File: config.mk
export PLATFORM = sky130hd
export DESIGN_NAME = imem_loader_flat
export DESIGN_NICKNAME = d
export VERILOG_FILES = /design/src/rtl/imem_loader_pkg.sv /design/src/rtl/imem_loader_if.sv /design/src/rtl/imem_loader_byte_packer.sv /design/src/rtl/imem_loader.sv /design/src/flat_wrapper.sv
export SDC_FILE = /design/constraint.sdc
export NUM_CORES = 1
export LEC_CHECK = 0
export ABC_AREA = 1
export CORE_MARGIN = 4
export CORE_UTILIZATION = 41
export CTS_CLUSTER_DIAMETER = 150
export CTS_CLUSTER_SIZE = 28
export DETAILED_ROUTE_END_ITERATION = 10
export HOLD_SLACK_MARGIN = 0.08
export PLACE_DENSITY = 0.66
export SKIP_CTS_REPAIR_TIMING = 1
export SLEW_MARGIN = 20
export SYNTH_ARGS = -nofsm -noshare
export SYNTH_HDL_FRONTEND = slang
export SYNTH_SLANG_ARGS = --single-unit
File: constraint.sdc
create_clock -name clk -period 2.52 [get_ports clk]
set_input_delay 0.378 -clock clk [delete_from_list [all_inputs] [get_ports clk]]
set_output_delay 0.378 -clock clk [all_outputs]
set_load 0.01 [all_outputs]
File: src/rtl/imem_loader_pkg.sv
// imem_loader_pkg: shared state encoding and frame constants for the instruction memory loader
package imem_loader_pkg;
  typedef enum logic [2:0] {S_IDLE, S_COUNT, S_DATA, S_CHK, S_DONE, S_ERR} state_t;
  localparam int BYTES_PER_WORD = 4;
  localparam int DEF_ADDR_W = 6;
endpackage

File: src/rtl/imem_loader_if.sv
// imem_loader_if: byte stream handshake plus instruction RAM write port
interface imem_loader_if import imem_loader_pkg::*; #(parameter int ADDR_W = DEF_ADDR_W);
  logic byte_valid;
  logic [7:0] byte_data;
  logic byte_ready;
  logic we;
  logic [ADDR_W-1:0] wa;
  logic [31:0] wd;
  modport master (output byte_valid, byte_data, input byte_ready, we, wa, wd);
  modport slave (input byte_valid, byte_data, output byte_ready, we, wa, wd);
endinterface

File: src/rtl/imem_loader_byte_packer.sv
// imem_loader_byte_packer: shifts stream bytes MSB-first into 32-bit words and pulses word_valid per completed word
module imem_loader_byte_packer import imem_loader_pkg::*; (
  input logic clk,
  input logic reset_n,
  input logic clr,
  input logic shift,
  input logic [7:0] din,
  output logic full,
  output logic word_valid,
  output logic [31:0] word
);
  logic [1:0] idx;
  assign full = idx == 2'(BYTES_PER_WORD - 1);
  always_ff @(posedge clk) begin
    if (!reset_n) begin
      idx <= '0;
      word_valid <= 1'b0;
      word <= '0;
    end else begin
      word_valid <= shift && full && !clr;
      if (clr) idx <= '0;
      else if (shift) begin
        idx <= idx + 1'b1;
        word <= {word[23:0], din};
      end
    end
  end
endmodule

File: src/rtl/imem_loader.sv
// imem_loader: loads a counted, checksummed byte frame into instruction RAM and releases the core on success
module imem_loader import imem_loader_pkg::*; #(
  parameter int ADDR_W = DEF_ADDR_W
) (
  input logic clk,
  input logic reset_n,
  input logic start,
  imem_loader_if.slave bus,
  output logic busy,
  output logic cpu_run,
  output logic error
);
  localparam int DEPTH = 1 << ADDR_W;
  state_t state, state_n;
  logic [ADDR_W:0] waddr;
  logic [ADDR_W-1:0] last;
  logic [7:0] sum;
  logic xfer, cnt_xfer, data_xfer, clr, full, word_valid, bad_count;
  logic [31:0] word;
  assign busy = state inside {S_COUNT, S_DATA, S_CHK};
  assign cpu_run = state == S_DONE;
  assign error = state == S_ERR;
  assign bus.byte_ready = busy;
  assign bus.we = word_valid;
  assign bus.wa = waddr[ADDR_W-1:0];
  assign bus.wd = word;
  assign xfer = bus.byte_valid && bus.byte_ready && !start;
  assign cnt_xfer = xfer && state == S_COUNT;
  assign data_xfer = xfer && state == S_DATA;
  assign clr = start || cnt_xfer;
  assign bad_count = bus.byte_data == 8'd0 || 32'(bus.byte_data) > DEPTH;
  imem_loader_byte_packer u_packer (
    .clk(clk),
    .reset_n(reset_n),
    .clr(clr),
    .shift(data_xfer),
    .din(bus.byte_data),
    .full(full),
    .word_valid(word_valid),
    .word(word)
  );
  always_ff @(posedge clk) begin
    if (!reset_n) state <= S_IDLE;
    else state <= state_n;
  end
  always_comb begin
    state_n = state;
    if (start) state_n = S_COUNT;
    else if (cnt_xfer) state_n = bad_count ? S_ERR : S_DATA;
    else if (data_xfer && full && waddr == {1'b0, last}) state_n = S_CHK;
    else if (xfer && state == S_CHK) state_n = bus.byte_data == sum ? S_DONE : S_ERR;
  end
  always_ff @(posedge clk) begin
    if (!reset_n) begin
      waddr <= '0;
      last <= '0;
      sum <= '0;
    end else begin
      if (clr) begin
        waddr <= '0;
        sum <= '0;
      end else begin
        if (word_valid) waddr <= waddr + 1'b1;
        if (data_xfer) sum <= sum + bus.byte_data;
      end
      if (cnt_xfer) last <= ADDR_W'(bus.byte_data - 8'd1);
    end
  end
endmodule

File: src/flat_wrapper.sv
// flat-port wrapper written by rule: the top's interface ports become plain ports
module imem_loader_flat import imem_loader_pkg::*;
#(
  parameter int ADDR_W = DEF_ADDR_W
)
  (clk, reset_n, start, busy, cpu_run, error, bus_byte_valid, bus_byte_data, bus_byte_ready, bus_we, bus_wa, bus_wd);
  imem_loader_if #(.ADDR_W(ADDR_W)) bus_i ();
  input logic clk;
  input logic reset_n;
  input logic start;
  output logic busy;
  output logic cpu_run;
  output logic error;
  input wire logic [$bits(bus_i.byte_valid)-1:0] bus_byte_valid;
  input wire logic [$bits(bus_i.byte_data)-1:0] bus_byte_data;
  output wire logic [$bits(bus_i.byte_ready)-1:0] bus_byte_ready;
  output wire logic [$bits(bus_i.we)-1:0] bus_we;
  output wire logic [$bits(bus_i.wa)-1:0] bus_wa;
  output wire logic [$bits(bus_i.wd)-1:0] bus_wd;
  assign bus_i.byte_valid = bus_byte_valid;
  assign bus_i.byte_data = bus_byte_data;
  assign bus_byte_ready = bus_i.byte_ready;
  assign bus_we = bus_i.we;
  assign bus_wa = bus_i.wa;
  assign bus_wd = bus_i.wd;
  imem_loader #(.ADDR_W(ADDR_W)) u_core (.clk(clk), .reset_n(reset_n), .start(start), .bus(bus_i), .busy(busy), .cpu_run(cpu_run), .error(error));
endmodule
After elaboration in Yosys (flattened, before gate mapping) --
Cells that the tools add are included.
Operators by class: add/sub/neg operators 4, $mul 0, divide/modulo/power cells 0, order comparisons 1, equal/unequal tests 8, shift operators 0, muxes and demuxes 6, bitwise operators 2, reduce and logical (&&, ||, !) cells 19
Operators by type and width (number):
- $mux W3 | 4
- $add A8 B8 Y8 | 1
- $eq A8 B8 Y1 | 1
- $gt A8 B7 Y1 const B | 1
- $logic_and A1 B1 Y1 | 8
- $logic_not A8 Y1 | 1
- $add A7 B1 Y7 const B | 1
- $eq A7 B6 Y1 | 1
- $eq A3 B2 Y1 const B | 2
- $eq A3 B3 Y1 const B | 2
- $reduce_bool A3 Y1 | 2
- $sub A6 B1 Y6 const B | 1
- $reduce_bool A4 Y1 | 1
- $reduce_or A2 Y1 | 2
- $eq A3 B1 Y1 const B | 1
- $add A2 B1 Y2 const B | 1
- $eq A2 B2 Y1 const B | 1
- $logic_not A1 Y1 | 2
- $logic_or A1 B1 Y1 | 2
- $mux W1 | 2
- $not A1 Y1 | 2
- $reduce_and A2 Y1 | 1
Storage, ports and cells: bits in registers 59, bits in latches 0, bits in writable memories 0, bits in read-only memories 0, bits of input ports 12, logic and storage cells 48, memories 0

Longest topological paths before layout --
word-level depth 10, mapped depth 11

Modules after synthesis --
From an unflattened synthesis, not the netlist that was laid out.
Unflattened totals: cells, all modules 450, area, all modules 3135.5 um2
Modules (own cells, without submodules):
- imem_loader | instances 1, cells an instance 229, area an instance 1639.1 um2, seq. area each 480.5 um2
- imem_loader_byte_packer | instances 1, cells an instance 221, area an instance 1496.4 um2, seq. area each 700.7 um2

Least setup slack after synthesis --
OpenSTA, ideal clock, no wires.
path kind input-to-reg, start input bus_byte_data[0], end register u_core.sum[6], setup time 56 ps, arrival 1490 ps, setup slack 974 ps, stages on the path 9, path through ha_1 > inv_1 > fa_1 > inv_1 > nand4_1 > a31o_2 > nand3_1 > nand2_1 > inv_1
On the way: longest elaborated chain between the ends 1
RTL lines:
- from (decl) | line flat_wrapper.sv:15 | input wire logic [$bits(bus_i.byte_data)-1:0] bus_byte_data;
- $add A8 B8 Y8 | line imem_loader.sv:64 | if (data_xfer) sum <= sum + bus.byte_data;
- to (signal assigned) | line imem_loader.sv:64
- to (decl) | line imem_loader.sv:17 | logic [7:0] sum;
No other way between the ends. A chain may end at the register's enable or synchronous reset.

Worst setup path after layout --
start register u_core.state[1], end output error
On the way: longest elaborated chain between the ends 1
RTL lines:
- from (decl) | line imem_loader.sv:14 | state_t state, state_n;
- from (signal assigned) | line imem_loader.sv:44 | else state <= state_n;
- $eq A3 B3 Y1 | line imem_loader.sv:22 | assign error = state == S_ERR;
- to (decl) | line flat_wrapper.sv:13 | output logic error;
No other way between the ends.

==> key figures <==
Yosys
  – Share of synthesized registers carrying an async set or reset: 0
  – Synth Warn #: 0
  – Top cells by count, synth: nand2_1, dfxtp_1, a21oi_1, inv_1, nor2_1
  – Synth Area per Inst: 7.52 µm²
  – Post-Syn Nets: 395
  – Top post-synthesis cells by area: dfxtp_1, nand2_1, a21oi_1
  – Top-area cell type share of the netlist area: 0.423
  – Syn Inst Count: 371
  – #FFs+latches synth: 59
  – Most frequent cell after synthesis: nand2_1
  – Register area share after synthesis: 0.423
  – Post-synth cell types: 35
  – Syn Std Cell Area: 2790 µm²
  – Number of flops mapped to enable cells by yosys: 0
  – Top FF cell, synth: dfxtp_1
  – Synth area leader: dfxtp_1

Power
  – Power Dens Cells: 559 nW/µm²
  – P_leak: 1.38 nW
  – Peak VDD IR: 323 µV

Run
  – Max-cap viol count: 0

Clock tree
  – H-tree lvl count: 3
  – Clk_lat worst skew: 340 ps
  – Total CTS buffers: 9
  – Clock transition at the registers of the reported paths: 70 ps
  – Clk buf depth: 2
  – CTS sink cnt: 59
  – Root buffer cell: clkbuf_8
  – CTS tree: yes

Layout
  – Post-Layout Cell Count: 502
  – Layout cells sized above 1: 0.0847
  – Layout Nets: 444
  – N_diodes: 0
  – Final core occ: 0.550
  – Fin area: 3570 µm²
  – Area delta synth->final: 28.1%

Setup path
  – CP Class: reg2out
  – Beginning of the critical path: u_core.state[1]
  – Reg2reg end: u_core.sum[6]
  – Critical path startpoint category: register
  – Worst reg-to-reg path cell count: 9
  – Reg-to-Reg Start: u_core.sum[0]
  – R2R setup slack: 900 ps
  – Worst setup path endpoint: error
  – Worst EP required: 2140 ps
  – Max Fanout on Critical Path: 3
  – CP Data Arrival Time: 1590 ps
  – CP endpoint kind: output port

Placement
  – Placement Cell Area: 3360 µm²
  – GP Congestion: 0.824
  – Dpl hpwl: 4.56 mm
  – Placed Instances: 486
  – I/O Buffers: 54

Global routing
  – Initial antenna violation count: 0
  – Vias in the first global route: 2302
  – All-Layer GR Usage: 0.160
  – GR Overflow Total: 0
  – Largest net degree at the start of global routing: 37
  – First-pass GRT wire length: 10.6 mm

Drt
  – Per-cell routed wire length: 12.6 µm
  – Pre-antenna DRT Iters: 4
  – Via Count: 2492
  – Drt drc: 0
  – Initial DRC Count: 108
  – DR vias/cell: 4.96
  – Final WL: 6.31 mm
  – Post-DRT Antenna Nets: 0

Status
  – Outcome: complete, no violations

STA
  – Final setup violation count: 0
  – WHS: 466 ps
  – RSZ-0062 raised after global routing: no
  – Fin. max-slew vios: 0
  – Tightest Pin Transition: 360 ps
  – Clock skew: 8.74 ps
  – Tmin final: 1960 ps
  – Tcrit/Tclk final: 0.779
  – TNS Setup: 0 ps
  – Max_slew headroom: 0.759
  – Final hold viol count: 0
  – Max frequency: 509 MHz

Die
  – Initial Utilization: 0.430
  – Die Y: 90.5 µm
  – Row count: 29
  – IO Pins: 55
  – Core area: 6490 µm²
  – Die area: 8190 µm²
  – Die width: 90.5 µm

Worst hold path
  – Hold WC Path Type: reg2reg
routing by layer:
metal / vias to the layer above / share of wire / global-route usage
met5: - / 0 / 0
met4: 0 / 0.016 / 0.0574
met2: 61 / 0.48 / 0.267
met3: 9 / 0.054 / 0.0542
met1: 1126 / 0.45 / 0.191
li1: 1296 / - / -
flip-flops by register name, summed over array words and instances (netlist names):
register                    flops
u_core.sum                      8
u_core.last                     6
u_core.u_packer.word           32
u_core.waddr                    7
u_core.u_packer.word_valid      1
u_core.u_packer.idx             2
u_core.state                    3
area by class of cell:
type	instances	area, µm²
Fill cell	614	2920
Multi-Input combinational cell	251	1340
Sequential cell	59	1180
Timing Repair Buffer	59	591
Inverter	40	150
Clock buffer	9	124
Tap cell	77	96.3
Clock inverter	7	92.6
kinds of logic after synthesis:
family                   synth area share
AO/OA/AOI/OAI                       0.151
flip-flops                          0.423
AND/OR/NAND/NOR                     0.234
XOR/XNOR                           0.0377
adder cells (fa/ha/maj)            0.0565
buffers and inverters              0.0968
per-stage QoR:
step	setup slack [ps]	total power, W
4_1_cts	537	0.00202
3_5_place_dp	331	0.00107
6_report	557	0.00200
5_1_grt	463	0.00206
3_3_place_gp	362	0.00107
2_1_floorplan	974	0.00103
where the power goes:
part / switching (W) / total, W / internal, W
logic: 0.0000666 / 0.000112 / 0.0000456
registers: 0.00000309 / 0.000939 / 0.000936
clock network: 0.000394 / 0.000948 / 0.000554
critical path, stage by stage (launching register included):
cell and delay [ps]:
dfxtp_1 330, inv_1 130, nand2_1 130, nor2_1 110, clkdlybuf4s50_1 550
cell usage in the layout (no fill, tap or decap), types with 3 or more instances in the layout:
cell type	Yosys	final
nor2_1	22	22
inv_2	4	4
ha_1	11	11
o21ai_0	15	15
dfxtp_1	59	59
xor2_1	11	11
a21oi_1	51	51
clkbuf_8	0	9
nand2_1	94	94
clkdlybuf4s50_1	0	54
buf_4	7	4
nor3_1	5	5
nand3_1	12	12
nand4_1	6	6
clkinv_2	0	3
inv_1	36	36
worst min path at each step:
| stage | startpoint | endpoint | depth (start not counted) |
|---|---|---|---|
| 3_5_place_dp | u_core.u_packer.idx[1] | u_core.u_packer.idx[1] | 2 |
| 3_3_place_gp | u_core.u_packer.word[30] | u_core.u_packer.word[30] | 2 |
| 5_1_grt | u_core.u_packer.word[28] | u_core.u_packer.word[28] | 2 |
| 4_1_cts | u_core.u_packer.idx[1] | u_core.u_packer.idx[1] | 2 |
| 6_report | u_core.u_packer.word[31] | u_core.u_packer.word[31] | 2 |
| 2_1_floorplan | u_core.waddr[6] | u_core.waddr[6] | 2 |
Note: power is estimated with default switching activity, not from simulation.
